### src/rtl/serv_lsu_w.sv
// serv_lsu_w: W-bit-per-cycle load/store unit for the serial core.
// Builds the address serially, runs one Wishbone access, then streams load data back.
module serv_lsu_w #(
    parameter int W       = 1,
    parameter int TIMEOUT = 0
) (
    input  logic          i_clk,
    input  logic          i_rst,
    input  logic          i_init,
    input  logic          i_en,
    input  logic          i_cmd,
    input  logic [2:0]    i_funct3,
    input  logic [W-1:0]  i_rs1,
    input  logic [W-1:0]  i_imm,
    input  logic [W-1:0]  i_rs2,
    input  logic          i_trap,
    output logic [W-1:0]  o_rd,
    output logic          o_busy,
    output logic          o_misalign,
    output logic          o_bus_err,
    output logic [31:0]   o_wb_adr,
    output logic [31:0]   o_wb_dat,
    output logic [3:0]    o_wb_sel,
    output logic          o_wb_we,
    output logic          o_wb_cyc,
    output logic          o_wb_stb,
    input  logic [31:0]   i_wb_rdt,
    input  logic          i_wb_ack,
    input  logic          i_wb_err
);

    localparam int N  = 32 / W;
    localparam int CW = $clog2(N);
    localparam int TW = (TIMEOUT > 1) ? $clog2(TIMEOUT) : 1;

    typedef enum logic [1:0] {
        IDLE = 2'd0,
        ADDR = 2'd1,
        BUS  = 2'd2,
        RESP = 2'd3
    } state_t;

    state_t          state_q, state_d;
    logic [CW-1:0]   cnt_q, cnt_d;
    logic            carry_q, carry_d;
    logic [31:0]     adr_q, adr_d;
    logic [31:0]     dat_q, dat_d;
    logic            mis_q, mis_d;
    logic            berr_q, berr_d;
    logic [TW-1:0]   tcnt_q, tcnt_d;

    logic            first;
    logic            beat;
    logic            last;
    logic            cin;
    logic [W:0]      sum;
    logic [4:0]      bidx;
    logic            is_word;
    logic            is_half;
    logic            misal;
    logic            tout;
    logic            done;
    logic            bus_fail;
    logic            rsp_last;
    logic [31:0]     lane;
    logic [31:0]     load_val;
    logic            ext;

    assign first    = (state_q == IDLE) && i_init;
    assign beat     = first || ((state_q == ADDR) && i_init);
    assign last     = (state_q == ADDR) && i_init && (cnt_q == CW'(N-1));
    assign cin      = first ? 1'b0 : carry_q;
    assign sum      = {1'b0, i_rs1} + {1'b0, i_imm} + {{W{1'b0}}, cin};
    assign bidx     = 5'(cnt_q) * 5'(W);

    // Low address bits land in the first beats, so they are final by the last beat.
    assign is_word  = i_funct3[1];
    assign is_half  = !i_funct3[1] && i_funct3[0];
    assign misal    = is_word ? (|adr_q[1:0]) : (is_half && adr_q[0]);

    assign tout     = (TIMEOUT != 0) && (tcnt_q == TW'(TIMEOUT-1));
    assign done     = (state_q == BUS) && (i_wb_ack || i_wb_err || tout);
    assign bus_fail = (state_q == BUS) && (i_wb_err || (tout && !i_wb_ack));
    assign rsp_last = (state_q == RESP) && i_en && (cnt_q == CW'(N-1));

    assign ext      = !i_funct3[2];
    assign lane     = i_wb_rdt >> {adr_q[1:0], 3'b000};

    always_comb begin
        load_val = i_wb_rdt;
        if (!i_funct3[1]) begin
            if (i_funct3[0])
                load_val = {{16{ext & lane[15]}}, lane[15:0]};
            else
                load_val = {{24{ext & lane[7]}}, lane[7:0]};
        end
    end

    always_ff @(posedge i_clk) begin
        if (i_rst)
            state_q <= IDLE;
        else
            state_q <= state_d;
    end

    always_comb begin
        state_d = state_q;
        if (i_trap) begin
            state_d = IDLE;
        end else begin
            unique case (state_q)
                IDLE: if (i_init)   state_d = ADDR;
                ADDR: if (last)     state_d = misal ? IDLE : BUS;
                BUS:  if (done)     state_d = i_cmd ? IDLE : RESP;
                RESP: if (rsp_last) state_d = IDLE;
            endcase
        end
    end

    always_comb begin
        o_busy     = (state_q == ADDR) || (state_q == BUS);
        o_wb_cyc   = (state_q == BUS);
        o_wb_stb   = (state_q == BUS);
        o_wb_we    = i_cmd;
        o_wb_adr   = adr_q;
        o_misalign = mis_q;
        o_bus_err  = berr_q;
        o_rd       = '0;
        if ((state_q == RESP) && i_en)
            o_rd = dat_q[W-1:0];
        o_wb_sel   = 4'b0001 << adr_q[1:0];
        o_wb_dat   = {4{dat_q[7:0]}};
        if (is_word) begin
            o_wb_sel = 4'b1111;
            o_wb_dat = dat_q;
        end else if (is_half) begin
            o_wb_sel = adr_q[1] ? 4'b1100 : 4'b0011;
            o_wb_dat = {2{dat_q[15:0]}};
        end
    end

    always_comb begin
        cnt_d   = cnt_q;
        carry_d = carry_q;
        adr_d   = adr_q;
        dat_d   = dat_q;
        mis_d   = mis_q;
        berr_d  = berr_q;
        tcnt_d  = '0;
        if (beat) begin
            adr_d[bidx +: W] = sum[W-1:0];
            dat_d[bidx +: W] = i_rs2;
            carry_d          = sum[W];
            cnt_d            = cnt_q + 1'b1;
            if (first) begin
                mis_d  = 1'b0;
                berr_d = 1'b0;
            end
        end
        if (last && misal)
            mis_d = 1'b1;
        if ((state_q == BUS) && !done)
            tcnt_d = tcnt_q + 1'b1;
        // A failed load returns zero rather than stale store data.
        if (bus_fail) begin
            berr_d = 1'b1;
            if (!i_cmd)
                dat_d = '0;
        end else if ((state_q == BUS) && i_wb_ack && !i_cmd) begin
            dat_d = load_val;
        end
        if ((state_q == RESP) && i_en) begin
            dat_d = dat_q >> W;
            cnt_d = cnt_q + 1'b1;
        end
        if (i_trap) begin
            cnt_d  = '0;
            mis_d  = 1'b0;
            berr_d = 1'b0;
        end
    end

    always_ff @(posedge i_clk) begin
        if (i_rst) begin
            cnt_q   <= '0;
            carry_q <= 1'b0;
            adr_q   <= '0;
            dat_q   <= '0;
            mis_q   <= 1'b0;
            berr_q  <= 1'b0;
            tcnt_q  <= '0;
        end else begin
            cnt_q   <= cnt_d;
            carry_q <= carry_d;
            adr_q   <= adr_d;
            dat_q   <= dat_d;
            mis_q   <= mis_d;
            berr_q  <= berr_d;
            tcnt_q  <= tcnt_d;
        end
    end

endmodule

### config.mk
export PLATFORM = sky130hd
export DESIGN_NAME = serv_lsu_w
export DESIGN_NICKNAME = d
export VERILOG_FILES = /design/src/rtl/serv_lsu_w.sv
export SDC_FILE = /design/constraint.sdc
export NUM_CORES = 1
export LEC_CHECK = 0
export ABC_AREA = 1
export CAP_MARGIN = 10
export CORE_UTILIZATION = 56
export DETAILED_ROUTE_END_ITERATION = 10
export PLACE_DENSITY_LB_ADDON = 0.1
export SLEW_MARGIN = 10
export SYNTH_ARGS = -nofsm -noshare
export SYNTH_HDL_FRONTEND = slang
export SYNTH_SLANG_ARGS = --single-unit
### constraint.sdc
create_clock -name i_clk -period 3.9 [get_ports i_clk]
set_input_delay 0.975 -clock i_clk [delete_from_list [all_inputs] [get_ports i_clk]]
set_output_delay 0.975 -clock i_clk [all_outputs]
set_load 0.05 [all_outputs]
==> results of run 1 <==
==> critical path, delay by kind of cell <==
kind | cells | cell delay, ns
and+or+nand+nor | 2 | 0.29
buffers and inverters | 3 | 0.94
AOI/OAI and AO/OA | 1 | 0.36
==> layout make-up <==
class	instances	area, um2
Inverter	88	332
Fill cell	909	2680
Tap cell	133	166
Clock buffer	9	124
Timing Repair Buffer	134	1370
Multi-Input combinational cell	793	3550
Sequential cell	74	1480
Clock inverter	7	75.1
==> cells in the mapped netlist (all sizes together) (5+ instances only) <==
master and instances:
nand2 410, nor2 121, o21ai 101, inv 86, nand3 84, dfxtp 74, a21oi 36, buf 28
clkbuf 21, ha 12, nand4 8, a22oi 6, o211ai 5
==> stage by stage <==
stage / util / hold WS [ns]
after CTS: 0.726 / 0.456
after floorplan: - / 0.426
after detailed placement: 0.706 / 0.440
after global routing: 0.726 / 0.474
final: 0.726 / 0.457
after global placement: 0.706 / 0.434
==> logic make-up after synthesis <==
group,share of synthesized area
flip-flops,0.262
AND/OR/NAND/NOR,0.451
adder cells (fa/ha/maj),0.0301
buffers and inverters,0.109
AO/OA/AOI/OAI,0.148
==> state kept, by name, indices dropped and copies added (netlist names) <==
name	count
o_bus_err	1
carry_q	1
dat_q	32
state_q	2
cnt_q	5
o_misalign	1
o_wb_adr	32
==> per-layer routing <==
metal,part of all wire,global-route usage,up-vias
met5,0,0,-
met4,0.043,0.179,0
met3,0.10,0.0759,62
met2,0.44,0.593,404
met1,0.41,0.509,3047
li1,-,-,3388
==> power by group through the flow <==
| stage | sequential [W] | combinational (W) | clock, W |
|---|---|---|---|
| after floorplan | 0.000790 | 0.000237 | 0 |
| after global placement | 0.000790 | 0.000369 | 0 |
| after detailed placement | 0.000790 | 0.000371 | 0 |
| after CTS | 0.000773 | 0.000373 | 0.000621 |
| after global routing | 0.000774 | 0.000411 | 0.000659 |
| final | 0.000773 | 0.000379 | 0.000622 |
==> worst max-delay path by stage <==
stage                              end  slack, ns  cells past startpoint
after floorplan            o_wb_sel[0]       0.23                      5
after global placement    o_wb_dat[25]       0.41                      6
after detailed placement  o_wb_dat[25]       0.41                      6
after CTS                 o_wb_dat[25]       0.41                      6
after global routing       o_wb_dat[9]       0.21                      6
final                     o_wb_dat[25]       0.36                      6
==> summary.md, run 1 <==
| Metric | Value |
|---|---|
| Startpoint class of the critical path | `primary input` |
| CP max FO | `14` |
| Chip height | `~100 um` |
| Crit path cell chain | `clkdlybuf4s50_1, nor2_1, inv_1, o21ai_0, nand2_1, buf_4` |
| Net switching fraction of the power | `0.328` |
| Clock buffer depth | `2` |
| Area of the mapped netlist | `approximately 5600 um2` |
| Io pins | `121` |
| Max-Slew Margin vs Limit | `0.355` |
| CP Class | `in -> out` |
| Critical path launch point | `i_funct3[1]` |
| CP Capture Type | `output pin` |
| Power Density | `around 250 nW/um2` |
| Hold depth | `2` |
| Reg2reg start | `o_wb_adr[0]` |
| Slowest CP cell | `clkdlybuf4s50_1` |
| Routed len/inst | `roughly 16 um` |
| Commonest cells after routing, fill and taps aside | `nand2_1, nor2_1, o21ai_0` |
| Tmin final | `roughly 3.5 ns` |
| Max Fclk | `~280 MHz` |
| Global-route wire length before repair | `~30 mm` |
| Initial core utilization | `0.577` |
| Gpl congestion | `about 1` |
| FF-to-FF path depth | `12` |
| Antenna viol nets, final | `0` |
| Setup slack at placement | `between 0.4 and 0.5 ns` |
| Clock root buffer master | `clkbuf_8` |
| Critical Path RT | `roughly 3 ns` |
| Clock sink total | `74` |
| DP HPWL | `about 15 mm` |
| Placeable core area | `approximately 9800 um2` |
| Flop2flop setup slack | `about 1.2 ns` |
| Logic gate share of total power | `0.214` |
| Initial antenna violation count | `0` |
| Via density | `between 5 and 6` |
| Cts bufs inserted | `9` |
| P_leak | `roughly 3.4 nW` |
| Min-Delay Endpoint | `dat_q[18]` |
| Clk slew on worst S/H paths | `about 0.08 ns` |
| Top_reg_cell synth | `dfxtp_1` |
| Commonest non-fill, non-tap cell in the layout | `nand2_1` |
| Residual DRC | `0` |
| Max cap viols | `0` |
| H-Tree Depth | `3` |
| EDFF count, synth | `0` |
| Placed cell areas | `about 6900 um2` |
| Top cells by area, synth | `nand2_1, dfxtp_1, o21ai_0, nor2_1, nand3_1` |
| Setup_tns | `0 ns` |
| RSZ-0062 raised after global routing | `false` |
| Flop pwr share | `0.436` |
| Post-Syn Instances | `1,004` |
| Synth warnings | `0` |
| Max Slew Vio Count | `0` |
| GRT overflow | `0` |
| Synth Area per Inst | `5.62 um2` |
| Peak supply drop | `approximately 0.14 mV` |
| Iter 0 DRT Violations | `about 650` |
| Vias in the first global route | `just over 6,000` |
| Worst-Margin Slew | `0.966 ns` |
| Port Buf Inserts | `120` |
| CP arrival | `2.57 ns` |
| Synth area leader | `nand2_1` |
| Placed Instances | `around 1,200` |
| Status | `finished clean` |
| Die area | `~10,000 um2` |
| Yosys cell types | `34` |
| NetSw | `approximately 0.00058 W` |
| Drt total wl | `~19 mm` |
| Sequential area share after synthesis | `0.262` |
| Hold WC Path Type | `reg -> reg` |
| Nets | `approximately 1,200` |
| Synth top area share | `0.270` |
| Row count | `36` |
| Pwr Total | `0.00178 W` |
| Setup Skew | `about 0.011 ns` |
| CTS tree | `built` |
| Count of non-filler cells in the finished layout | `1,238` |
| Final Hold Viols | `0` |
| Period utilisation layout | `0.908` |
| Later-pin clock latency in the skew report | `roughly 0.35 ns` |
| Via count | `between 6,000 and 7,000` |
| Clock Power Share | `0.351` |
| Final setup fails | `0` |
| Final Instance Area | `7100 um2` |
| Post-CTS sizing | `0` |
| Layout area overhead | `25.8%` |
| Cts hold-fix bufs | `0` |
| Pin count of the biggest net entering global routing | `37` |
| # diodes | `0` |
| Reg2reg end | `dat_q[9]` |
| Share of layout cells above drive strength 1 | `0.0733` |
| Hold_sp | `dat_q[19]` |
| Asr flop ratio synth | `0` |
| Final WS setup | `between 0.3 and 0.4 ns` |
| Post-CTS Setup Bufs | `0` |
| FF+latch count, synth | `74` |
| Pre-antenna DRT Iters | `5` |
| Die width | `102 um` |
| Net Count, Synth | `1,063` |
| Max incr delay on CP | `around 0.5 ns` |
| GRT Total Usage | `0.382` |
| P_int | `approximately 0.0012 W` |
Note: power is estimated with default switching activity, not from simulation.
==> run 2, diff against run 1 <==
--- a/config.mk
+++ b/config.mk
@@ -7,6 +7,7 @@
 export LEC_CHECK = 0
 export ABC_AREA = 1
 export CAP_MARGIN = 10
+export CORE_MARGIN = 4
 export CORE_UTILIZATION = 56
 export DETAILED_ROUTE_END_ITERATION = 10
 export PLACE_DENSITY_LB_ADDON = 0.1
==> constraint.sdc (replaced) <==
create_clock -name i_clk -period 4.1 [get_ports i_clk]
set_input_delay 1.025 -clock i_clk [delete_from_list [all_inputs] [get_ports i_clk]]
set_output_delay 1.025 -clock i_clk [all_outputs]
set_load 0.05 [all_outputs]
==> run 2 against run 1 <==
Against the previous run:
- sequential share of layout area grew 0.092 points
- wire length grew 3.9%
- non-clock buffer count down 3
- sequential cell count stayed put
- register-to-register slack improved by 0.21 ns
- hold slack worse by 0.0011 ns
- critical path depth increased by 2
- cell count shrank 0.24%
- clock skew is 0.0069 ns higher
- sequential power down 4.8%
- core utilization decreased by 0.32 points
- largest cell class unchanged
- highest routed layer unchanged
==> summary.md, run 2 (synthesized netlist as in run 1, its figures left out) <==
| Metric | Value |
|---|---|
| Antenna viol nets, final | `0 (unchanged)` |
| Clock Power Share | `0.345 (-0.006)` |
| Vias in the first global route | `6,343 (+5.1%)` |
| Worst-Margin Slew | `0.978 ns (+0.0116 ns)` |
| Cts bufs inserted | `9 (unchanged)` |
| Initial core utilization | `0.577 (unchanged)` |
| Post-CTS sizing | `0 (unchanged)` |
| Clock root buffer master | `clkbuf_8` |
| Post-CTS Setup Bufs | `0 (unchanged)` |
| Hold_sp | `dat_q[19]` |
| Port Buf Inserts | `120 (unchanged)` |
| Later-pin clock latency in the skew report | `0.37 ns (+0.02 ns)` |
| Final WS setup | `0.311 ns (-0.0466 ns)` |
| Setup_tns | `0 ns (unchanged)` |
| Hold depth | `2 (unchanged)` |
| CP Class | `in -> out` |
| NetSw | `0.000588 W (+0.93%)` |
| Global-route wire length before repair | `32.0 mm (+5.4%)` |
| Die area | `11,700 um2 (+12%)` |
| CP Capture Type | `output pin` |
| Status | `finished clean` |
| Clock sink total | `74 (unchanged)` |
| Startpoint class of the critical path | `primary input` |
| Max-Slew Margin vs Limit | `0.347 (-0.00777)` |
| Met3 Use GR | `0.0627 (-0.0132)` |
| CTS tree | `built` |
| Residual DRC | `0 (unchanged)` |
| Pin count of the biggest net entering global routing | `39 (+5.4%)` |
| Net switching fraction of the power | `0.352 (+0.0237)` |
| RSZ-0062 raised after global routing | `false` |
| Gr busiest metal | `met2` |
| Logic gate share of total power | `0.215 (about the same)` |
| Setup Skew | `0.0177 ns (+0.00691 ns)` |
| Via density | `5.53 (-0.79%)` |
| H-Tree Depth | `3 (unchanged)` |
| FF-to-FF path depth | `12 (unchanged)` |
| Clock buffer depth | `2 (unchanged)` |
| Max Fclk | `roughly 260 MHz` |
| Gpl congestion | `1.04 (+6.2%)` |
| Peak supply drop | `0.153 mV (+7.7%)` |
| Cts hold-fix bufs | `0 (unchanged)` |
| Flop2flop setup slack | `1.44 ns (+0.21 ns)` |
| CP arrival | `2.76 ns (+0.19 ns)` |
| P_int | `0.00108 W (-9.2%)` |
| P_leak | `3.36 nW (-0.77%)` |
| Drt total wl | `20.1 mm (+3.9%)` |
| Hold WC Path Type | `reg -> reg` |
| Reg2reg start | `o_wb_adr[0]` |
| Row count | `36 (unchanged)` |
| M2 GR Usage | `0.554 (-0.0395)` |
| Die width | `108 um (+5.9%)` |
| Max cap viols | `0 (unchanged)` |
| Final setup fails | `0 (unchanged)` |
| Clk slew on worst S/H paths | `0.08 ns (about the same)` |
| Flop pwr share | `0.440 (+0.004)` |
| Pre-antenna DRT Iters | `7 (+2)` |
| DP HPWL | `15.6 mm (+4.6%)` |
| Tmin final | `roughly 3.8 ns` |
| Power Density | `236 nW/um2 (-5.4%)` |
| Layout area overhead | `25.2%` |
| Nets | `1,156 (-0.26%)` |
| Commonest cells after routing, fill and taps aside | `nand2_1, nor2_1, o21ai_0` |
| Commonest non-fill, non-tap cell in the layout | `nand2_1` |
| Final Hold Viols | `0 (unchanged)` |
| Iter 0 DRT Violations | `608 (-5.7%)` |
| Min-Delay Endpoint | `dat_q[18]` |
| CP max FO | `12 (-2)` |
| Io pins | `121 (unchanged)` |
| Initial antenna violation count | `0 (unchanged)` |
| GRT Total Usage | `0.349 (-0.0335)` |
| Max Slew Vio Count | `0 (unchanged)` |
| GRT overflow | `0 (unchanged)` |
| Filler cells | `932 (+2.5%)` |
| Via count | `6,830 (-1.0%)` |
| Met1 GRT Util | `0.463 (-0.0460)` |
| Reg2reg end | `dat_q[9]` |
| Placeable core area | `9770 um2 (unchanged)` |
| Share of layout cells above drive strength 1 | `0.0708 (-0.00252)` |
| # diodes | `0 (unchanged)` |
| Chip height | `108 um (+5.9%)` |
| Routed len/inst | `16.2 um (+4.2%)` |
| Critical Path RT | `3.07 ns (+0.15 ns)` |
| Period utilisation layout | `0.924` |
| Setup slack at placement | `0.363 ns (-0.0429 ns)` |
run 2: worst max-delay path by stage:
stage | from | to | slack (ns)
after floorplan | i_funct3[1] | o_wb_sel[0] | 0.33
after global placement | i_funct3[1] | o_wb_dat[9] | 0.41
after detailed placement | i_funct3[1] | o_wb_dat[9] | 0.36
after CTS | i_funct3[1] | o_wb_dat[9] | 0.35
after global routing | i_funct3[0] | o_wb_dat[9] | 0.09
final | i_funct3[1] | o_wb_dat[28] | 0.31
run 2: area by class of cell:
class / count / area (um2) / area share
Clock buffer: 9 / 124 / 0.0175
Clock inverter: 7 / 66.3 / 0.00938
Inverter: 88 / 332 / 0.0469
Multi-Input combinational cell: 793 / 3550 / 0.502
Sequential cell: 74 / 1480 / 0.210
Tap cell: 133 / 166 / 0.0235
Timing Repair Buffer: 131 / 1350 / 0.191
run 2: through the flow:
stage | hold slack [ns] | std cells | power [W] | instance area [um2] | utilization
floorplan | 0.426 | 1004 | 0.000977 | 5640 | -
global placement | 0.434 | 1219 | 0.00110 | 6880 | 0.704
detailed placement | 0.439 | 1219 | 0.00111 | 6880 | 0.704
CTS | 0.454 | 1235 | 0.00166 | 7070 | 0.723
global route | 0.480 | 1235 | 0.00173 | 7070 | 0.723
finish | 0.456 | 1235 | 0.00167 | 7070 | 0.723
run 2: layer usage:
layer / up-vias / part of all wire
li1: 3378 / -
met1: 3007 / 0.42
met2: 389 / 0.45
met3: 56 / 0.090
met4: 0 / 0.041
met5: - / 0
run 2: power by group through the flow:
stage               Sequential [W]  Clock, W  Combinational, W
finish                    0.000736  0.000576          0.000359
floorplan                 0.000751         0          0.000226
global placement          0.000752         0          0.000351
global route              0.000737  0.000602          0.000390
detailed placement        0.000752         0          0.000354
CTS                       0.000735  0.000569          0.000354
run 2: worst max-delay path, cell delays in order:
cell             delay, ns
clkdlybuf4s50_1       0.55
clkinv_1              0.28
buf_4                 0.28
nand2_1               0.08
nand2_1               0.06
o21ai_0               0.12
o21ai_0               0.16
buf_4                 0.22
